$ cat src/rtl/mio_bus_pkg.sv
// Shared encodings for the MIO bus arbiter: FSM states and bus-owner IDs.
package mio_bus_pkg;

    localparam logic [1:0] S_IDLE   = 2'd0;
    localparam logic [1:0] S_ACCESS = 2'd1;
    localparam logic [1:0] S_DONE   = 2'd2;

    localparam logic OWN_CPU = 1'b0;
    localparam logic OWN_DMA = 1'b1;

endpackage

$ cat src/rtl/mio_rr_pick.sv
// Combinational two-way grant pick between the CPU and DMA masters.
module mio_rr_pick
    import mio_bus_pkg::*;
#(
    parameter int CPU_PRIORITY = 0
) (
    input  logic cpu_req,
    input  logic dma_req,
    input  logic last_owner,
    output logic grant_valid,
    output logic grant_owner
);

    always_comb begin
        grant_valid = cpu_req | dma_req;
        grant_owner = OWN_CPU;
        if (cpu_req && dma_req) begin
            // On a tie, round-robin hands the bus to whoever did not have it last.
            grant_owner = (CPU_PRIORITY != 0) ? OWN_CPU : ~last_owner;
        end else if (dma_req) begin
            grant_owner = OWN_DMA;
        end
    end

endmodule

$ cat src/rtl/mio_bus_arbiter.sv
// Serialises CPU and DMA accesses onto one memory/MIO port, one transaction at a time.
// state    | meaning
// S_IDLE   | sample requests, grant and latch the winning master's command
// S_ACCESS | mem_en pulse in first cycle, wait MEM_LAT cycles, capture read data
// S_DONE   | one-cycle ready pulse to the owner, record last_owner
module mio_bus_arbiter
    import mio_bus_pkg::*;
#(
    parameter int ADDR_W       = 32,
    parameter int DATA_W       = 32,
    parameter int MEM_LAT      = 1,
    parameter int CPU_PRIORITY = 0
) (
    input  logic              clk,
    input  logic              rst,
    input  logic              cpu_req,
    input  logic              cpu_we,
    input  logic [ADDR_W-1:0] cpu_addr,
    input  logic [DATA_W-1:0] cpu_wdata,
    output logic              cpu_ready,
    output logic [DATA_W-1:0] cpu_rdata,
    input  logic              dma_req,
    input  logic              dma_we,
    input  logic [ADDR_W-1:0] dma_addr,
    input  logic [DATA_W-1:0] dma_wdata,
    output logic              dma_ready,
    output logic [DATA_W-1:0] dma_rdata,
    output logic              mem_en,
    output logic              mem_we,
    output logic [ADDR_W-1:0] mem_addr,
    output logic [DATA_W-1:0] mem_wdata,
    input  logic [DATA_W-1:0] mem_rdata,
    output logic              busy,
    output logic              owner
);

    if (MEM_LAT < 1 || MEM_LAT > 15) begin : g_bad_lat
        $error("mio_bus_arbiter: MEM_LAT must be in 1..15");
    end

    localparam logic [3:0] LAT_INIT = 4'(MEM_LAT - 1);

    logic [1:0]        state_q, state_d;
    logic [3:0]        cnt_q, cnt_d;
    logic              last_owner_q, last_owner_d;
    logic              we_q, we_d;
    logic              owner_q, owner_d;
    logic              mem_en_q, mem_en_d;
    logic              mem_we_q, mem_we_d;
    logic              cpu_ready_q, cpu_ready_d;
    logic              dma_ready_q, dma_ready_d;
    logic [ADDR_W-1:0] addr_q, addr_d;
    logic [DATA_W-1:0] wdata_q, wdata_d;
    logic [DATA_W-1:0] rdata_q, rdata_d;
    logic              grant_valid, grant_owner;

    mio_rr_pick #(.CPU_PRIORITY(CPU_PRIORITY)) u_pick (
        .cpu_req    (cpu_req),
        .dma_req    (dma_req),
        .last_owner (last_owner_q),
        .grant_valid(grant_valid),
        .grant_owner(grant_owner)
    );

    always_ff @(posedge clk or negedge rst) begin
        if (!rst) begin
            state_q      <= S_IDLE;
            cnt_q        <= '0;
            last_owner_q <= OWN_DMA;
            we_q         <= 1'b0;
            owner_q      <= OWN_CPU;
            mem_en_q     <= 1'b0;
            mem_we_q     <= 1'b0;
            cpu_ready_q  <= 1'b0;
            dma_ready_q  <= 1'b0;
            addr_q       <= '0;
            wdata_q      <= '0;
            rdata_q      <= '0;
        end else begin
            state_q      <= state_d;
            cnt_q        <= cnt_d;
            last_owner_q <= last_owner_d;
            we_q         <= we_d;
            owner_q      <= owner_d;
            mem_en_q     <= mem_en_d;
            mem_we_q     <= mem_we_d;
            cpu_ready_q  <= cpu_ready_d;
            dma_ready_q  <= dma_ready_d;
            addr_q       <= addr_d;
            wdata_q      <= wdata_d;
            rdata_q      <= rdata_d;
        end
    end

    always_comb begin
        state_d      = state_q;
        cnt_d        = cnt_q;
        last_owner_d = last_owner_q;
        case (state_q)
            S_IDLE: begin
                if (grant_valid) begin
                    state_d = S_ACCESS;
                    cnt_d   = LAT_INIT;
                end
            end
            S_ACCESS: begin
                if (cnt_q == 4'd0) state_d = S_DONE;
                else               cnt_d   = cnt_q - 4'd1;
            end
            S_DONE: begin
                state_d      = S_IDLE;
                last_owner_d = owner_q;
            end
            default: state_d = S_IDLE;
        endcase
    end

    // Outputs are computed one cycle ahead so every port comes straight from a flop.
    always_comb begin
        mem_en_d    = 1'b0;
        mem_we_d    = 1'b0;
        cpu_ready_d = 1'b0;
        dma_ready_d = 1'b0;
        we_d        = we_q;
        owner_d     = owner_q;
        addr_d      = addr_q;
        wdata_d     = wdata_q;
        rdata_d     = rdata_q;
        case (state_q)
            S_IDLE: begin
                if (grant_valid) begin
                    mem_en_d = 1'b1;
                    owner_d  = grant_owner;
                    we_d     = (grant_owner == OWN_CPU) ? cpu_we    : dma_we;
                    addr_d   = (grant_owner == OWN_CPU) ? cpu_addr  : dma_addr;
                    wdata_d  = (grant_owner == OWN_CPU) ? cpu_wdata : dma_wdata;
                    mem_we_d = we_d;
                end
            end
            S_ACCESS: begin
                if (cnt_q == 4'd0) begin
                    if (!we_q) rdata_d = mem_rdata;
                    cpu_ready_d = (owner_q == OWN_CPU);
                    dma_ready_d = (owner_q == OWN_DMA);
                end
            end
            default: ;
        endcase
    end

    assign cpu_ready = cpu_ready_q;
    assign dma_ready = dma_ready_q;
    assign cpu_rdata = rdata_q;
    assign dma_rdata = rdata_q;
    assign mem_en    = mem_en_q;
    assign mem_we    = mem_we_q;
    assign mem_addr  = addr_q;
    assign mem_wdata = wdata_q;
    assign busy      = (state_q != S_IDLE);
    assign owner     = owner_q;

endmodule

$ cat config.mk
export PLATFORM = sky130hd
export DESIGN_NAME = mio_bus_arbiter
export DESIGN_NICKNAME = d
export VERILOG_FILES = /design/src/rtl/mio_bus_pkg.sv /design/src/rtl/mio_rr_pick.sv /design/src/rtl/mio_bus_arbiter.sv
export SDC_FILE = /design/constraint.sdc
export NUM_CORES = 1
export LEC_CHECK = 0
export ABC_AREA = 1
export BUFFER_PORTS_ARGS = -buffer_cell sky130_fd_sc_hd__buf_2
export CAP_MARGIN = 10
export CORE_AREA = 2 2 115 117
export DETAILED_ROUTE_END_ITERATION = 8
export DIE_AREA = 0 0 117 119
export PLACE_DENSITY = 0.73
export SETUP_SLACK_MARGIN = 0.02
export SYNTH_ARGS = -nofsm -noshare
export SYNTH_HDL_FRONTEND = slang
export SYNTH_SLANG_ARGS = --single-unit
export TNS_END_PERCENT = 50
$ cat constraint.sdc
create_clock -name clk -period 1.5 [get_ports clk]
set_input_delay 0 -clock clk [delete_from_list [all_inputs] [get_ports clk]]
set_output_delay 0 -clock clk [all_outputs]
set_load 0.005 [all_outputs]
==> metrics.md <==
| Metric | Value |
|---|---|
| GRT met1 Usage | between 30% and 40% |
| H-tree depth | 3 |
| Num rows | between 40 and 50 |
| Die height | approximately 120 µm |
| Setup violators final | 0 |
| Num CTS Buffers | 9 |
| DR vias | 6074 |
| Busiest grt layer | met2 |
| Hold Path Depth | 3 |
| Largest net degree at the start of global routing | 110 |
| GR Overflow Total | 0 |
| Most frequent CP cell | o21ai_0 |
| RR Endpoint | mem_wdata[28] |
| R2R setup slack | between 0.07 and 0.08 ns |
| Cell area after synthesis | roughly 5100 µm² |
| Lkg Pwr | 0.004399 µW |
| Setup crit start kind | flop |
| Final layout net count | 1175 |
| Status | completed |
| Global routing usage on met2 | about 45% |
| Clock power frac | ~15% |
| RSZ-0062 raised after global routing | true |
| Slowest stage delay, CP | roughly 0.53 ns |
| Hold Path End | state_q[0] |
| Area Growth Syn to Fin | 67.11% |
| Tot GR Track Use | a little over a quarter |
| Initial cell density of the core | between 30 and 40% |
| Max Fclk | between 700 and 800 MHz |
| HP Class | in2reg |
| Switching Power | 6105 µW |
| Number of distinct library cells after synthesis | 29 |
| Mapped Nets | 750 |
| Max cap viols | 0 |
| Longest Clk Path Bufs | 2 |
| DRT antenna net count | 0 |
| Worst-path fanout max | 65 |
| Die Area | between 10000 and 15000 µm² |
| Hold slack | 0.05532 ns |
| Final Hold Violating Endpoints | 0 |
| Clock tree sinks | 109 |
| Initial antenna violation count | 2 |
| Crit path DAT | between 1.5 and 2 ns |
| Vias in the first global route | between 5000 and 6000 |
| Pwr/cell area | approximately 1700 nW/µm² |
| Port Buf Inserts | 299 |
| Reg2Reg Depth | 6 |
| CP endpoint kind | flop |
| Most common cell after layout, fill and taps aside | buf_2 |
| Most frequent cells in the layout | 298 x buf_2, 163 x dlygate4sd3_1, 134 x nand2_1, 107 x dfrtp_1, 75 x nor2_1 |
| DRC viols | 0 |
| Die W | about 120 µm |
| Layout fillers | 912 |
| Synthesized area per cell | between 8 and 9 µm² |
| Worst slew pin tran | just under 0.6 ns |
| Flop pwr share | a little over a third |
| Combinational power share | between 40% and 50% |
| CP Class | reg2reg |
| Gate Count Post-Synth | 582 |
| Slew headroom | a little over 60% |
| Setup TNS | 0 ns |
| Worst-path clk slew | ~0.080 ns |
| TritonCTS clock tree | done |
| DR WL/cell | approximately 17 µm |
| Post-Route Utilization | 66.67% |
| DR vias/cell | a little over 5 |
| Slew Limit Fails | 0 |
| Drt first-iter violations | 427 |
| CP max stage cell | dfstp_2 |
| M3 GR Usage | between 6 and 7% |
| Skew-Pair Late Insertion Delay | ~0.34 ns |
| Req. time, crit path | about 1.7 ns |
| Ys Warns | 0 |
| RR Startpoint | last_owner_q |
| Sw frac | between 40 and 50% |
| Final WL | a little under 20000 µm |
| Skew final | approximately 0.0097 ns |
| Fin crit period | around 1.4 ns |
| Crit path cell chain | nand2_1, nand2_2, inv_2, buf_12, o21ai_0, o21ai_0 |
| Synth Register Bits | roughly 110 |
| Dpl hpwl | between 10000 and 15000 µm |
| VDD IR-drop max | around 800 µV |
| Period Utilization, post-route | 94.87% |
| Boundary pin count | 300 |
| Share of cells above drive strength 1 | between 30 and 40% |
| Post-synthesis sequential area ratio | between 50 and 60% |
| CORE AREA | approximately 13000 µm² |
| Root buf cell | clkbuf_16 |
| First-pass DRT Iterations | 5 |
| Hold_sp | cpu_req |
| Int Pwr | 8885 µW |
| RePlAce Congestion | about 0.79 |
| First-pass GRT wire length | approximately 29000 µm |
synthesized netlist by cell type:
| master | instances | area share (%) |
|---|---|---|
| a21oi_1 | 1 | 0.097 |
| a31oi_1 | 1 | 0.12 |
| buf_2 | 7 | 0.68 |
| buf_4 | 44 | 6.4 |
| buf_6 | 10 | 2.2 |
| buf_8 | 1 | 0.29 |
| clkbuf_1 | 4 | 0.29 |
| clkbuf_2 | 3 | 0.29 |
| clkinv_1 | 1 | 0.073 |
| dfrtp_1 | 108 | 53 |
| dfstp_2 | 1 | 0.51 |
| ha_1 | 2 | 0.49 |
| inv_1 | 5 | 0.37 |
| inv_2 | 4 | 0.29 |
| nand2_1 | 135 | 9.9 |
| nand2_2 | 2 | 0.24 |
| nand2_4 | 2 | 0.44 |
| nand3_1 | 35 | 3.4 |
| nand4_1 | 1 | 0.12 |
| nor2_1 | 75 | 5.5 |
| nor2_2 | 1 | 0.12 |
| nor2_4 | 1 | 0.22 |
| nor2_8 | 2 | 0.78 |
| o21ai_0 | 68 | 6.6 |
| o21ai_1 | 53 | 5.2 |
| o21ai_2 | 12 | 2.0 |
| o21ai_4 | 1 | 0.32 |
| o22ai_2 | 1 | 0.24 |
| xor2_1 | 1 | 0.17 |
metrics by stage:
step | power, µW | cells | setup WS, ns | cell area [µm²]
after CTS | 14200 | 1177 | 0.06612 | 8409
after floorplan | 9247 | 582 | 0.1964 | 5136
after detailed placement | 11540 | 998 | 0.01263 | 6492
after global placement | 11410 | 998 | 0.09002 | 6492
final | 14990 | 1190 | 0.07694 | 8583
after global routing | 16080 | 1189 | 0.005939 | 8581
logic make-up after synthesis:
logic type | synth area share, %
adder cells (fa/ha/maj) | 0.4871
XOR/XNOR | 0.1706
flip-flops | 53.13
buffers and inverters | 10.91
AO/OA/AOI/OAI | 14.62
AND/OR/NAND/NOR | 20.68
critical path: cells and delay by family, from the launching register on:
family	cells	cell delay (ns)
DFF	1	0.53
AOI/OAI and AO/OA	2	0.35
and+or+nand+nor	2	0.15
buffers and inverters	2	0.24
sequential cells by signal, indices dropped and copies added, names as in the netlist:
register,cells
last_owner_q,1
dma_ready,1
owner,1
mem_wdata,32
cpu_rdata,32
mem_addr,32
cnt_q,4
cpu_ready,1
mem_we,1
state_q,2
we_q,1
mem_en,1
area by class of cell:
type,count,area [µm²],area share (%)
repair buffers,482,3411,39.74
flip-flops and latches,109,2730,31.81
multi-input cells,395,1903,22.17
clock buffers,12,246.5,2.872
well taps,176,220.2,2.566
inverters,10,37.54,0.4373
clock inverters,4,30.03,0.3499
diodes,2,5.005,0.05831
power groups by stage:
stage | logic (µW) | clock network, µW | registers (µW)
after global routing | 8150 | 2420 | 5500
after CTS | 6610 | 2330 | 5260
final | 7370 | 2260 | 5350
after floorplan | 3880 | 0 | 5370
after global placement | 6150 | 0 | 5260
after detailed placement | 6260 | 0 | 5280
how the worst max path moves through the flow:
stage	startpoint	end	slack [ns]	depth (start not counted)
global route	last_owner_q	mem_addr[1]	0.006	5
global placement	cnt_q[0]	cpu_rdata[4]	0.09	7
detailed placement	cnt_q[0]	cpu_rdata[16]	0.01	7
floorplan	cnt_q[0]	cpu_rdata[1]	0.20	8
finish	last_owner_q	mem_wdata[28]	0.08	6
CTS	cnt_q[0]	cpu_rdata[14]	0.07	7
layer usage:
metal  part of all wire [%]  up-vias
met1                     37     2864
met5                      0        -
met4                    4.7        0
li1                       -     2725
met3                    9.0       67
met2                     49      418
timing repair:
item,4_1_cts,5_1_grt
pin swaps,0,8
endpoints found under the hold margin,206,0
endpoints found under the setup margin,14,46
buffers inserted,0,7
resized for setup,1,21
hold buffers,163,0
cloned,0,4
Power figures use the tool's default switching activity.
